`config.mk`:
```
export PLATFORM = sky130hd
export DESIGN_NAME = uart_tx_feeder
export DESIGN_NICKNAME = d
export VERILOG_FILES = /design/src/rtl/uart_tx_feeder.sv
export SDC_FILE = /design/constraint.sdc
export NUM_CORES = 1
export LEC_CHECK = 0
export BUFFER_PORTS_ARGS = -buffer_cell sky130_fd_sc_hd__buf_4
export CORE_ASPECT_RATIO = 2
export CORE_MARGIN = 2
export CORE_UTILIZATION = 54
export CTS_CLUSTER_DIAMETER = 200
export DETAILED_ROUTE_END_ITERATION = 16
export MAX_ROUTING_LAYER = met4
export PLACE_DENSITY = 0.75
export SLEW_MARGIN = 40
export SYNTH_ARGS = -nofsm -noshare
export SYNTH_HDL_FRONTEND = slang
export SYNTH_SLANG_ARGS = --single-unit
```
`constraint.sdc`:
```
create_clock -name i_clk_tx -period 2.8 [get_ports i_clk_tx]
set_clock_uncertainty 0.05 [all_clocks]
set_input_delay 0.7 -clock i_clk_tx [delete_from_list [all_inputs] [get_ports i_clk_tx]]
set_output_delay 0.7 -clock i_clk_tx [all_outputs]
set_load 0.02 [all_outputs]
```
`src/rtl/uart_tx_feeder.sv`:
```
// Byte FIFO and frame launcher feeding the UART transmit serializer.
// Paces one start pulse per 11 bit-clocks so frames never overrun.
module uart_tx_feeder #(
  parameter int DEPTH  = 8,
  parameter int ADDR_W = 3
) (
  input  logic              i_clk_tx,
  input  logic              i_reset,
  input  logic              i_wr_valid,
  input  logic [7:0]        i_wr_data,
  output logic              o_wr_ready,
  input  logic              i_flush,
  output logic              o_start,
  output logic [7:0]        o_data,
  output logic              o_busy,
  output logic [ADDR_W:0]   o_count
);

  typedef enum logic [1:0] {
    IDLE,
    LAUNCH,
    HOLD
  } state_t;

  localparam logic [ADDR_W:0] FULL_CNT =
    (ADDR_W+1)'(DEPTH);
  localparam logic [ADDR_W:0] CNT_ONE =
    (ADDR_W+1)'(1);
  localparam logic [ADDR_W-1:0] PTR_ONE =
    ADDR_W'(1);

  state_t            state;
  state_t            state_n;
  logic [3:0]        hold_cnt;
  logic [3:0]        hold_n;
  logic              start_n;
  logic              pop;
  logic              push;
  logic              full;
  logic              empty;
  logic [ADDR_W-1:0] rd_ptr;
  logic [ADDR_W-1:0] wr_ptr;
  logic [ADDR_W:0]   count;
  logic [7:0]        mem [DEPTH];

  assign full       = (count == FULL_CNT);
  assign empty      = (count == '0);
  assign o_wr_ready = ~full;
  assign o_count    = count;
  assign o_busy     = (state != IDLE) | ~empty;

  // A pop on this edge frees a slot, so a full FIFO can still take a write.
  assign push = i_wr_valid & (~full | pop) & ~i_flush;

  always_comb begin
    state_n = state;
    hold_n  = hold_cnt;
    start_n = 1'b0;
    pop     = 1'b0;
    unique case (state)
      IDLE: begin
        if (!empty && !i_flush) begin
          pop     = 1'b1;
          start_n = 1'b1;
          state_n = LAUNCH;
        end
      end
      LAUNCH: begin
        hold_n  = 4'd9;
        state_n = HOLD;
      end
      HOLD: begin
        if (hold_cnt == 4'd0) begin
          if (!empty && !i_flush) begin
            pop     = 1'b1;
            start_n = 1'b1;
            state_n = LAUNCH;
          end else begin
            state_n = IDLE;
          end
        end else begin
          hold_n = hold_cnt - 4'd1;
        end
      end
      default: state_n = IDLE;
    endcase
  end

  always_ff @(posedge i_clk_tx or negedge i_reset) begin
    if (!i_reset) begin
      state    <= IDLE;
      hold_cnt <= 4'd0;
      o_start  <= 1'b0;
      o_data   <= 8'h00;
    end else begin
      state    <= state_n;
      hold_cnt <= hold_n;
      o_start  <= start_n;
      if (pop) o_data <= mem[rd_ptr];
    end
  end

  always_ff @(posedge i_clk_tx or negedge i_reset) begin
    if (!i_reset) begin
      rd_ptr <= '0;
      wr_ptr <= '0;
      count  <= '0;
    end else if (i_flush) begin
      rd_ptr <= '0;
      wr_ptr <= '0;
      count  <= '0;
    end else begin
      if (push) wr_ptr <= wr_ptr + PTR_ONE;
      if (pop)  rd_ptr <= rd_ptr + PTR_ONE;
      unique case ({push, pop})
        2'b10:   count <= count + CNT_ONE;
        2'b01:   count <= count - CNT_ONE;
        default: count <= count;
      endcase
    end
  end

  always_ff @(posedge i_clk_tx) begin
    if (push) mem[wr_ptr] <= i_wr_data;
  end

endmodule

```
; ---- After elaboration in Yosys (flattened, before gate mapping)
; Memories as Yosys holds them, arrays and structs flattened. A register that Yosys moved wholly into a read port is not among the register bits.
; Index checks and enable logic that the tools add are counted.
[word_totals]
ff_bits = 17
ramBits = 64
input_bits = 12
output_inout_bits = 15
word_cells = 58
mem_count = 1
[classes]
addsub = 5
n_eq_ne = 8
muxes = 17
bitwise = 7
n_reduce_logical = 14
[memory_table]
columns = memory, depth, word_bits, read_ports, rd_clocked_by_memory_dff, wr, line
row1 = mem, 8, 8, 1, 1, 1, 44  ; logic [7:0] mem [DEPTH];
[op_table]
columns = op, count
row1 = $pmux 4 s2, 2
row2 = $mux 3, 4
row3 = $logic_not 4->1, 2
row4 = $mux 4, 2
row5 = $reduce_bool 2->1, 4
row6 = $sub 4x1->4 const B, 2
row7 = $add 3x1->3 const B, 2
row8 = $ne 2x2->1 const B, 3
row9 = $pmux 2 s3, 1
row10 = $mux 1, 5
row11 = $add 4x1->4 const B, 1
row12 = $eq 2x1->1 const B, 2
row13 = $eq 2x2->1 const B, 2
row14 = $eq 4x4->1 const B, 1
row15 = $mux 2, 2
row16 = $reduce_and 2->1, 2
row17 = $logic_not 1->1, 3
row18 = $not 1->1, 3
row19 = $reduce_bool 3->1, 1
row20 = $and 1x1->1, 2
row21 = $logic_not 2->1, 1
row22 = $or 1x1->1, 2
row23 = $pmux 1 s2, 1
row24 = $logic_and 1x1->1, 1

; ---- Depth between registers and ports, before layout
[depth]
ltp_word = 12
depth_mapped = 12
ltp_nobuf = 11

; ---- Worst setup path before layout
; OpenSTA, ideal clock, no wires.
[synth_timing]
path_kind = reg2reg
startpoint = register hold_cnt[0]
endpoint = memory mem[0][0], enable pin
setup_ns = 0.395
arrival_ns = 2.337
required_time_ns = 2.355
path_slack_ns = 0.019
path_stages_with_launch = 7
path_buffers = 0
synth_period_minus_slack_ns = 2.781
path_cell_list = dfrtp_1 -> inv_1 -> ha_1 -> or3b_1 -> a21boi_2 -> o21ai_4 -> nor4_1
[synth_via]
elab_chain_len = 8
[synth_rtl]
columns = item, line
row1 = start: declaration, 34  ; logic [3:0] hold_cnt;
row2 = start signal: assignment, 97  ; hold_cnt <= hold_n;
row3 = $logic_not 4->1, 73  ; if (hold_cnt == 4'd0) begin
row4 = $mux 1, 73
row5 = $pmux 1 s2, 60  ; unique case (state)
row6 = $or 1x1->1, 53  ; assign push = i_wr_valid & (~full | pop) & ~i_flush;
row7 = $and 1x1->1 (2 in a row), 53
row8 = $mux 1, 124  ; if (push) mem[wr_ptr] <= i_wr_data;
row9 = $mux 1 (implied by the code), 124
row10 = end: declaration, 44
; Every way passes these cells.

; ---- Worst setup path after layout
[layout_timing]
startpoint = register count[0], in the netlist o_count[0]
endpoint = output o_wr_ready
[layout_via]
elab_chain_len = 2
[layout_rtl]
columns = item, line
row1 = start: declaration, 43  ; logic [ADDR_W:0] count;
row2 = start signal: assignment, 116  ; 2'b10: count <= count + CNT_ONE;
row3 = start signal: assignment, 117  ; 2'b01: count <= count - CNT_ONE;
row4 = start signal: assignment, 118  ; default: count <= count;
row5 = $eq 4x4->1, 46  ; assign full = (count == FULL_CNT);
row6 = $not 1->1, 48  ; assign o_wr_ready = ~full;
row7 = end: declaration, 11  ; output logic o_wr_ready,
; Every way passes these cells.

==> impl_metrics.ini <==
[outcome]
outcome = finished clean

[placed_design]
pre_cts_slack_ns = 0.325
place.gp.congestion = 0.786
io_buffers = 26
dp_hpwl_um = 4910

[final_layout]
fin_nets = 300
layout.area.seq_mm2 = 0.00255
area_growth_pct = 16.1
fill_cells = 513
multi_input_area_mm2 = 0.00122
final_cell_mix = 64 x edfxtp_1, 40 x buf_4, 25 x dfrtp_1
insertedDiodeCount = 0
drive_gt1_share_pct = 29.5
final_common_cell = edfxtp_1

[synth]
syn_avg_cell_area_um2 = 15.8
synth-main-ff-cell = edfxtp_1
synth_area_mm2 = 0.00386
syn_nets = 261
seq_area_frac_synth_pct = 66.0
synth_top_area_share_pct = 49.8
syn_inst = 244
synth-async-reset-ratio_pct = 28.1
synth_edf_count = 64
yosys-top-cells-area = edfxtp_1 50%, dfrtp_1 16%, mux4_2 9.3%
synth_seq_cells = 89
ys_types = 53
yosysTopAreaCell = edfxtp_1
ys_warn_count = 0

[clock_network]
clock_tree.buffer_depth = 2
htree_levels = 3
tritoncts = done
cts_made_buffers = 9
cts.sinks = 89
ctsResizeCount = 0
clkSlewWorstSetupHoldPaths_ns = 0.06
cts_root_buf = clkbuf_16
insertion_delay_ns = 0.34
hold_buffers = 0
post_cts_buffers = 0

[timing]
rsz0062_at_grt = false
fin_setup_tns_ns = 0
hold_viol_final = 0
hold_slack_ns = 0.209
fin_crit_ns = 2.57
clock.fmax_mhz = 389
maxSlewHeadroom_pct = 49.3
fin_crit_sh_pct = 91.7
fin_ws_ns = 0.231
drv_slew = 0
final-setup-viol-count = 0
worst_slew_pin_slew_ns = 0.761

[global_routing]
grt_pass1_vias = 2234
grt.busiest_layer = met2
grtUsageMet1_pct = 21.7
grtUsageTotal_pct = 21.1
grt_max_degree = 26
grt_pass1_wl_um = 11500
gr-total-overflow = 0
grtUsageMet2_pct = 36.5
grt_use_met3_pct = 5.46
antenna_found_initial = 0

[critical_path]
worst-setup-path-type = reg2out
critPathMaxStageDelay_ns = 0.69
crit_buf_inv = 2
rr_worst_depth = 11
cp_top_family = simple AND/OR/NAND/NOR gates
cp_slowest_cell = or4b_1
crit_arrival_ns = 1.82
cp.required_ns = 2.05
path_cells = buf_4, or4b_1, buf_4
r2r-start = hold_cnt[0]
startpoint_type = flop
path_common_cell = buf_4
r2r_slack_ns = 0.31
crit_path_max_fanout = 8
r2r-end = o_count[2]
worst_setup_path_end_kind = output port

[flow_run]
cap_violations = 0

[route]
post_drt_wl_per_cell_um = 18.8
drc_errors = 0
antenna_left = 0
wl_um = 7090
drt_iter0_drc = 94
dr.pass1.iters = 4
vias = 2202
vias_per_cell = 5.83

[power]
power.density_mw_per_mm2 = 914
leakagePower_nw = 1.64
peakVddDrop_mv = 0.548

[floorplan]
dieArea_mm2 = 0.00788
core_area_mm2 = 0.00694
die_w_um = 63.8
fp.dieH_um = 124
io_pins = 27
initial_core_util_pct = 55.6
num_rows = 43

[worst_hold_path]
hold_class = in2async
## synth_stat cells, drive strengths merged, types with 4 or more instances
cell	count
edfxtp	64
dfrtp	25
mux4	16
o21ai	16
nand2	14
mux2i	13
nor2	11
nor3	9
buf	8
inv	6
nand2b	6
ha	5
a21oi	4
clkbuf	4
xor2	4
## cell families after synthesis
family          after synthesis  share of synthesized area [%]
compound gates               36                           7.36
xor+xnor                      5                           1.13
fa+ha+maj                     5                           1.62
buf+inv                      19                           2.46
flops                        89                           66.0
mux                          30                           13.0
simple gates                 60                           8.43
## per-layer routing
layer,vias to the layer above,wire length (um)
met1,1115,2510
met4,0,227
li1,1028,-
met3,17,231
met2,42,4120
met5,-,0
## layout make-up
type | instances | area share, %
Sequential cell | 89 | 56.8
Multi-Input combinational cell | 136 | 27.3
Timing Repair Buffer | 40 | 6.70
Clock buffer | 10 | 5.11
Tap cell | 90 | 2.51
Clock inverter | 6 | 0.977
Inverter | 7 | 0.586
## through the flow
stage | power (W) | instances | cell area (um^2) | utilization (%)
after floorplan | 0.00266 | 244 | 3860 | -
after global placement | 0.00303 | 362 | 4210 | 60.7
after detailed placement | 0.00306 | 362 | 4210 | 60.7
after CTS | 0.00415 | 378 | 4480 | 64.6
after global routing | 0.00435 | 378 | 4480 | 64.6
final | 0.00410 | 378 | 4480 | 64.6
## worst max-delay path by stage
stage                 from          to  slack [ns]  cells after the start
6_report        o_count[0]  o_wr_ready        0.23                      3
3_3_place_gp       i_flush  o_count[2]        0.37                     10
3_5_place_dp   hold_cnt[0]  o_count[2]        0.33                     11
5_1_grt        hold_cnt[0]  o_count[2]        0.06                     11
4_1_cts         o_count[0]  o_wr_ready        0.21                      3
2_1_floorplan  hold_cnt[0]   mem[0][0]        0.02                      6
## where the power goes
| part | internal (W) | total (W) | switching (W) |
|---|---|---|---|
| Combinational | 0.000599 | 0.00130 | 0.000696 |
| Sequential | 0.00157 | 0.00172 | 0.000148 |
| Clock | 0.000604 | 0.00109 | 0.000482 |
| Total | 0.00277 | 0.00410 | 0.00133 |
## registers in the layout, summed over array words and instances, names as in the netlist
name	cells
o_data	8
o_start	1
o_count	4
mem	64
rd_ptr	3
wr_ptr	3
state	2
hold_cnt	4
Power figures use the tool's default switching activity.
